### config.mk
export PLATFORM = sky130hd
export DESIGN_NAME = sbox_share_ctrl
export DESIGN_NICKNAME = d
export VERILOG_FILES = /design/src/rtl/sbox_pkg.sv /design/src/rtl/sbox_share_ctrl_arb.sv /design/src/rtl/sbox_share_ctrl.sv
export SDC_FILE = /design/constraint.sdc
export NUM_CORES = 1
export LEC_CHECK = 0
export BUFFER_PORTS_ARGS = -buffer_cell sky130_fd_sc_hd__buf_2
export CORE_MARGIN = 2
export CORE_UTILIZATION = 59
export CTS_CLUSTER_SIZE = 10
export DETAILED_ROUTE_END_ITERATION = 7
export MAX_ROUTING_LAYER = met4
export PLACE_DENSITY = 0.85
export SLEW_MARGIN = 15
export SYNTH_ARGS = -nofsm -noshare
export SYNTH_HDL_FRONTEND = slang
export SYNTH_HIERARCHICAL = 1
export SYNTH_SLANG_ARGS = --single-unit
### constraint.sdc
create_clock -name clk -period 4.12 [get_ports clk]
set_input_delay 0.618 -clock clk [delete_from_list [all_inputs] [get_ports clk]]
set_output_delay 0.618 -clock clk [all_outputs]
set_load 0.01 [all_outputs]
### src/rtl/sbox_pkg.sv
// Shared constants and FSM encoding for the S-box sharing controller.
// Byte counts per job type and owner encoding used by the arbiter and datapath.
package sbox_pkg;

    localparam int ST_BYTES = 16;
    localparam int KS_BYTES = 4;

    localparam logic OWNER_ST = 1'b0;
    localparam logic OWNER_KS = 1'b1;

    typedef enum logic [1:0] {
        S_IDLE  = 2'd0,
        S_RUN   = 2'd1,
        S_DRAIN = 2'd2,
        S_DONE  = 2'd3
    } state_e;

endpackage

### src/rtl/sbox_share_ctrl_arb.sv
// Two-way arbiter between state path and key schedule, grant is combinational.
// Tie pointer only advances when a tie is actually accepted; KS_PRIO pins ties to key.
module rr_arb2 #(
    parameter bit KS_PRIO = 1'b0
) (
    input  logic clk,
    input  logic rst,
    input  logic req_st,
    input  logic req_ks,
    input  logic accept,
    output logic gnt_st,
    output logic gnt_ks
);

    logic ks_first_q, ks_first_d;

    always_comb begin
        gnt_st     = 1'b0;
        gnt_ks     = 1'b0;
        ks_first_d = ks_first_q;
        if (req_st && req_ks) begin
            if (KS_PRIO || ks_first_q) begin
                gnt_ks = 1'b1;
            end else begin
                gnt_st = 1'b1;
            end
            // The tie winner drops to lowest priority for the next tie.
            if (accept && !KS_PRIO) begin
                ks_first_d = ~ks_first_q;
            end
        end else begin
            gnt_st = req_st;
            gnt_ks = req_ks;
        end
    end

    always_ff @(posedge clk) begin
        if (rst) begin
            ks_first_q <= 1'b0;
        end else begin
            ks_first_q <= ks_first_d;
        end
    end

endmodule

### src/rtl/sbox_share_ctrl.sv
// Shares one byte-serial S-box port between SubBytes (16 B) and SubWord (4 B) jobs.
// Done arrives N+SB_LAT+1 cycles after ack; a held request waits for the next IDLE.
module sbox_share_ctrl
    import sbox_pkg::*;
#(
    parameter int SB_LAT  = 1,
    parameter bit KS_PRIO = 1'b0
) (
    input  logic         clk,
    input  logic         rst,
    input  logic         st_req,
    input  logic [127:0] st_in,
    output logic         st_ack,
    output logic         st_done,
    output logic [127:0] st_out,
    input  logic         ks_req,
    input  logic [31:0]  ks_in,
    output logic         ks_ack,
    output logic         ks_done,
    output logic [31:0]  ks_out,
    output logic         sb_rd,
    output logic [7:0]   sb_addr,
    input  logic [7:0]   sb_data,
    output logic         busy,
    output logic         owner
);

    state_e         state_q, state_d;
    logic           owner_q, owner_d;
    logic [127:0]   job_q, job_d;
    logic [3:0]     cnt_q, cnt_d;
    logic [1:0]     wait_q, wait_d;
    logic [127:0]   res_q, res_d;
    logic [127:0]   st_out_q, st_out_d;
    logic [31:0]    ks_out_q, ks_out_d;

    logic [SB_LAT-1:0] tag_vld_q;
    logic [3:0]        tag_idx_q [SB_LAT];

    logic gnt_st, gnt_ks;
    logic idle, ack_any;
    logic rd_int;
    logic [3:0] last_byte;
    logic land_vld;
    logic [3:0] land_idx;

    assign idle    = (state_q == S_IDLE);
    assign ack_any = idle && !rst && (gnt_st || gnt_ks);

    rr_arb2 #(
        .KS_PRIO (KS_PRIO)
    ) u_arb (
        .clk    (clk),
        .rst    (rst),
        .req_st (st_req),
        .req_ks (ks_req),
        .accept (ack_any),
        .gnt_st (gnt_st),
        .gnt_ks (gnt_ks)
    );

    assign last_byte = (owner_q == OWNER_KS) ? 4'(KS_BYTES - 1) : 4'(ST_BYTES - 1);
    assign land_vld  = tag_vld_q[SB_LAT-1];
    assign land_idx  = tag_idx_q[SB_LAT-1];

    // Returning bytes land by their tag, so result assembly is independent of SB_LAT.
    always_comb begin
        res_d = res_q;
        if (land_vld) begin
            res_d[{land_idx, 3'b000} +: 8] = sb_data;
        end
    end

    always_comb begin
        state_d  = state_q;
        owner_d  = owner_q;
        job_d    = job_q;
        cnt_d    = cnt_q;
        wait_d   = wait_q;
        st_out_d = st_out_q;
        ks_out_d = ks_out_q;
        rd_int   = 1'b0;
        sb_addr  = 8'h00;
        st_done  = 1'b0;
        ks_done  = 1'b0;

        case (state_q)
            S_IDLE: begin
                if (ack_any) begin
                    owner_d = gnt_ks ? OWNER_KS : OWNER_ST;
                    job_d   = gnt_ks ? {96'h0, ks_in} : st_in;
                    cnt_d   = 4'd0;
                    state_d = S_RUN;
                end
            end
            S_RUN: begin
                rd_int  = 1'b1;
                sb_addr = job_q[{cnt_q, 3'b000} +: 8];
                cnt_d   = cnt_q + 4'd1;
                if (cnt_q == last_byte) begin
                    wait_d  = 2'd0;
                    state_d = S_DRAIN;
                end
            end
            S_DRAIN: begin
                wait_d = wait_q + 2'd1;
                // Last byte lands on this edge; publish the merged result directly.
                if (wait_q == 2'(SB_LAT - 1)) begin
                    state_d = S_DONE;
                    if (owner_q == OWNER_KS) begin
                        ks_out_d = res_d[31:0];
                    end else begin
                        st_out_d = res_d;
                    end
                end
            end
            S_DONE: begin
                st_done = (owner_q == OWNER_ST);
                ks_done = (owner_q == OWNER_KS);
                state_d = S_IDLE;
            end
            default: state_d = S_IDLE;
        endcase

        if (rst) begin
            rd_int  = 1'b0;
            sb_addr = 8'h00;
            st_done = 1'b0;
            ks_done = 1'b0;
        end
    end

    assign sb_rd  = rd_int;
    assign st_ack = ack_any && gnt_st;
    assign ks_ack = ack_any && gnt_ks;
    assign busy   = !rst && (!idle || ack_any);
    assign owner  = busy ? (idle ? gnt_ks : owner_q) : 1'b0;
    assign st_out = st_out_q;
    assign ks_out = ks_out_q;

    always_ff @(posedge clk) begin
        if (rst) begin
            state_q   <= S_IDLE;
            owner_q   <= OWNER_ST;
            job_q     <= '0;
            cnt_q     <= '0;
            wait_q    <= '0;
            res_q     <= '0;
            st_out_q  <= '0;
            ks_out_q  <= '0;
            tag_vld_q <= '0;
            for (int i = 0; i < SB_LAT; i++) begin
                tag_idx_q[i] <= '0;
            end
        end else begin
            state_q      <= state_d;
            owner_q      <= owner_d;
            job_q        <= job_d;
            cnt_q        <= cnt_d;
            wait_q       <= wait_d;
            res_q        <= res_d;
            st_out_q     <= st_out_d;
            ks_out_q     <= ks_out_d;
            tag_vld_q[0] <= rd_int;
            tag_idx_q[0] <= cnt_q;
            for (int i = 1; i < SB_LAT; i++) begin
                tag_vld_q[i] <= tag_vld_q[i-1];
                tag_idx_q[i] <= tag_idx_q[i-1];
            end
        end
    end

endmodule
==> implementation parameters <==
Parameter                              Value

Drt
  Detailed-routing wirelength on met1 ... around 18 mm
  Met2 layer wire length in the routed design ... 20.7 mm
  Routed length on met3 ... 3.18 mm
  DRC violation total after the first TritonRoute iteration ... about 1200
  Count of vias placed by the detailed router ... ~13000
  Detail Route Antenna Nets ... 0
  Average wire length per cell after detail routing ... roughly 19 um
  Detailed-route vias per instance ... just under 6
  TritonRoute pass-1 iters ... 5
  Final routed DRC violation total ... 0
  Top layer used by detailed routing ... met4
  Total wirelength of the detailed-routed design ... 42.9 mm

Die
  Core area ... 27100 sq um
  Die area ... roughly 29000 sq um
  I/O pins ... between 300 and 400
  Die H ... ~170 um
  Number of cell rows ... 60
  Die X-Extent ... about 170 um
  Initial core utilization ... around 60%

Cells and area
  Leading cell types in the layout, fill and taps excluded ... dfxtp_1 (429), buf_2 (345), nor2_1 (279), mux2i_1 (181), a211oi_1 (138)
  Final-stage net count ... 2037
  Leading cell type in the layout, fill and taps excluded ... dfxtp_1
  Synth-to-Final Area Change ... 19.3%
  Finished Layout Cells ... 2234
  Fraction of final layout cells sized beyond drive strength 1 ... about a quarter

Synth
  Portion of the post-synthesis area used by sequential elements ... 52.8%
  Avg Inst Size Synth ... 10.3 sq um
  Gate count after technology mapping ... 1584
  Number of flops mapped to enable cells by yosys ... 0
  FF+latch count, synth ... approximately 430
  Warnings, synthesis ... 6
  Count of distinct cell types in the synthesized netlist ... 56
  Area of the mapped netlist ... approximately 16000 sq um
  Proportion of register bits with asynchronous set or reset after synthesis ... 0%
  Most used flip-flop cell after synthesis ... dfxtp_1
  Synthesized net count ... roughly 1800

Global route
  GRT Residual Overflow ... 0
  Total global-route track usage ... between 20% and 30%
  Wire length of the first global-routing pass ... approximately 65 mm
  Largest net degree at the start of global routing ... 257
  Number of antenna violations at the first check in global routing ... 1
  Via count of the first global-routing pass ... between 10000 and 15000

Pwr
  Worst ir drop on vdd ... ~0.00036 V
  Power after layout ... 0.0116 W
  Leak Pwr ... between 7 and 8 nW
  Power density over cell area ... just under 600 nW/um^2

Min path
  Hold Crit Depth ... 2
  Worst hold path class ... in2reg
  Hold Startpoint ... st_in[102]
  Min-Delay Endpoint ... job_q[102]

Worst setup path
  Reg-to-Reg Start ... state_q[0]
  FF-to-FF End ... job_q[120]
  Critical Path Fanout Max ... 33
  Classification of the worst setup path ... reg2out
  Number of cells on the worst reg-to-reg path ... 7
  Startpoint type of the worst setup path ... flop
  CP arrival ... between 2000 and 3000 ps
  Register-to-register path setup slack ... about 1200 ps
  Crit. End Element ... output pin
  Required time of the critical path ... between 3000 and 4000 ps

Clocking
  TritonCTS clock tree ... yes
  Worst-case clock buffer depth ... 3
  Master cell of the clock root buffer ... clkbuf_16
  Maximum level of the CTS H-tree ... 2
  Cells resized by post-CTS repair ... 0
  Clock Latency Late Sink ... 540 ps
  Post-CTS Repair Setup Buffers ... 0
  Num Clock Sinks ... between 400 and 500
  # hold bufs at CTS ... 0
  Number of buffers created by CTS ... 49
  Clock-pin slew on the worst setup and hold paths ... about 60 ps

STA
  Post-layout min period ... between 3000 and 4000 ps
  Final period util ... between 80% and 90%
  Maximum clock frequency ... 0.299 GHz
  Worst slew margin ... between 20 and 25%
  Final hold violation count ... 0
  Fin Setup TNS ... 0 ps
  Fin. max-slew vios ... 0
  Fin Clk Skew ... slightly above 10 ps
  RSZ-0062 raised after global routing ... no
  Total of endpoints with negative setup slack in the final report ... 0
  Worst-margin pin slew ... around 1100 ps

Place
  Port buffer count ... 346
  Number of placed instances with taps included ... ~2200
  Half-perimeter wire length after placement ... 28.7 mm
  Gpl congestion ... a little under 0.9

Status
  Status ... complete, no violations

Flow run
  Total of max-cap violations ... 0
## metal layers
metal	up-vias	track usage [%]
li1	6222	-
met1	6204	36.3
met2	536	47.6
met3	111	5.18
met4	0	11.3
met5	-	-
## worst max-delay path: stages, from the launching register on
cell,delay (ps)
dfxtp_2,750
buf_12,340
mux4_2,530
mux2i_1,270
o32ai_1,150
buf_2,160
## kinds of logic after synthesis
logic type	Yosys count	synth area share, %
AOI/OAI and AO/OA	372	17.3
adders and majority gates	7	0.536
and+or+nand+nor	426	12.0
xor gates and xnor gates	3	0.253
DFF	431	52.8
muxes	200	13.6
buffers and inverters	145	3.54
## Yosys cell counts (2+ instances only)
cell,instances,area share [%]
dfxtp_1,431,53
nor2_1,281,6.4
mux2i_1,181,11
a211oi_1,138,6.3
clkbuf_1,103,2.4
a22o_1,96,5.1
o21ai_0,49,1.5
nand2_1,44,1.0
a21oi_1,26,0.80
a311oi_1,24,1.3
nand3_1,21,0.64
buf_2,19,0.58
mux4_2,18,2.5
nand2b_1,17,0.65
nor3b_1,15,0.69
buf_1,11,0.25
nor2b_1,10,0.38
and2_1,9,0.34
inv_1,8,0.18
nand3b_1,8,0.37
a32o_1,7,0.43
ha_1,7,0.54
o211a_1,7,0.43
o32ai_1,7,0.37
and3b_1,4,0.21
nor3_4,4,0.40
a21boi_0,3,0.14
buf_4,3,0.14
a21o_1,2,0.092
nor2_4,2,0.14
o21ai_1,2,0.061
o21ai_2,2,0.11
o2bb2ai_1,2,0.11
## registers in the layout, indices dropped and copies added, names as in the netlist
name,flops
job_q,128
owner_q,1
land_vld,1
st_out,128
res_q,128
cnt_q,4
wait_q,2
state_q,2
ks_out,32
tag_idx_q,4
u_arb/ks_first_q,1
## how the worst max path moves through the flow
| stage | startpoint | end | slack, ps | depth (start not counted) |
|---|---|---|---|---|
| final | cnt_q[0] | sb_addr[3] | 780 | 5 |
| after global routing | cnt_q[0] | sb_addr[3] | 630 | 5 |
| after CTS | cnt_q[0] | sb_addr[3] | 740 | 5 |
| after detailed placement | rst | job_q[89] | 1080 | 6 |
| after global placement | rst | job_q[83] | 1180 | 6 |
| after floorplan | ks_req | owner | 1750 | 5 |
## stage by stage
step / hold slack, ps / worst slack (ps) / util, % / area [sq um]
3_3_place_gp: 430 / 1180 / 67.1 / 18200
4_1_cts: 279 / 736 / 71.9 / 19500
6_report: 291 / 776 / 72.0 / 19500
2_1_floorplan: 420 / 1750 / - / 16400
5_1_grt: 284 / 632 / 72.0 / 19500
3_5_place_dp: 437 / 1080 / 67.1 / 18200
## power breakdown
group	switching (W)	total (W)	internal (W)	leakage, nW
clock	0.00153	0.00366	0.00213	0.630
sequential	0.000415	0.00526	0.00484	3.50
combinational	0.00155	0.00266	0.00111	3.77
## cell type report
| class | count | area [sq um] |
|---|---|---|
| diodes | 1 | 2.50 |
| clock buffers | 52 | 1260 |
| clock inverters | 2 | 25.0 |
| fillers | 1982 | 7600 |
| inverters | 9 | 33.8 |
| multi-input cells | 1008 | 7190 |
| flip-flops and latches | 431 | 8630 |
| well taps | 372 | 465 |
| repair buffers | 359 | 1900 |
Power figures use the tool's default switching activity.
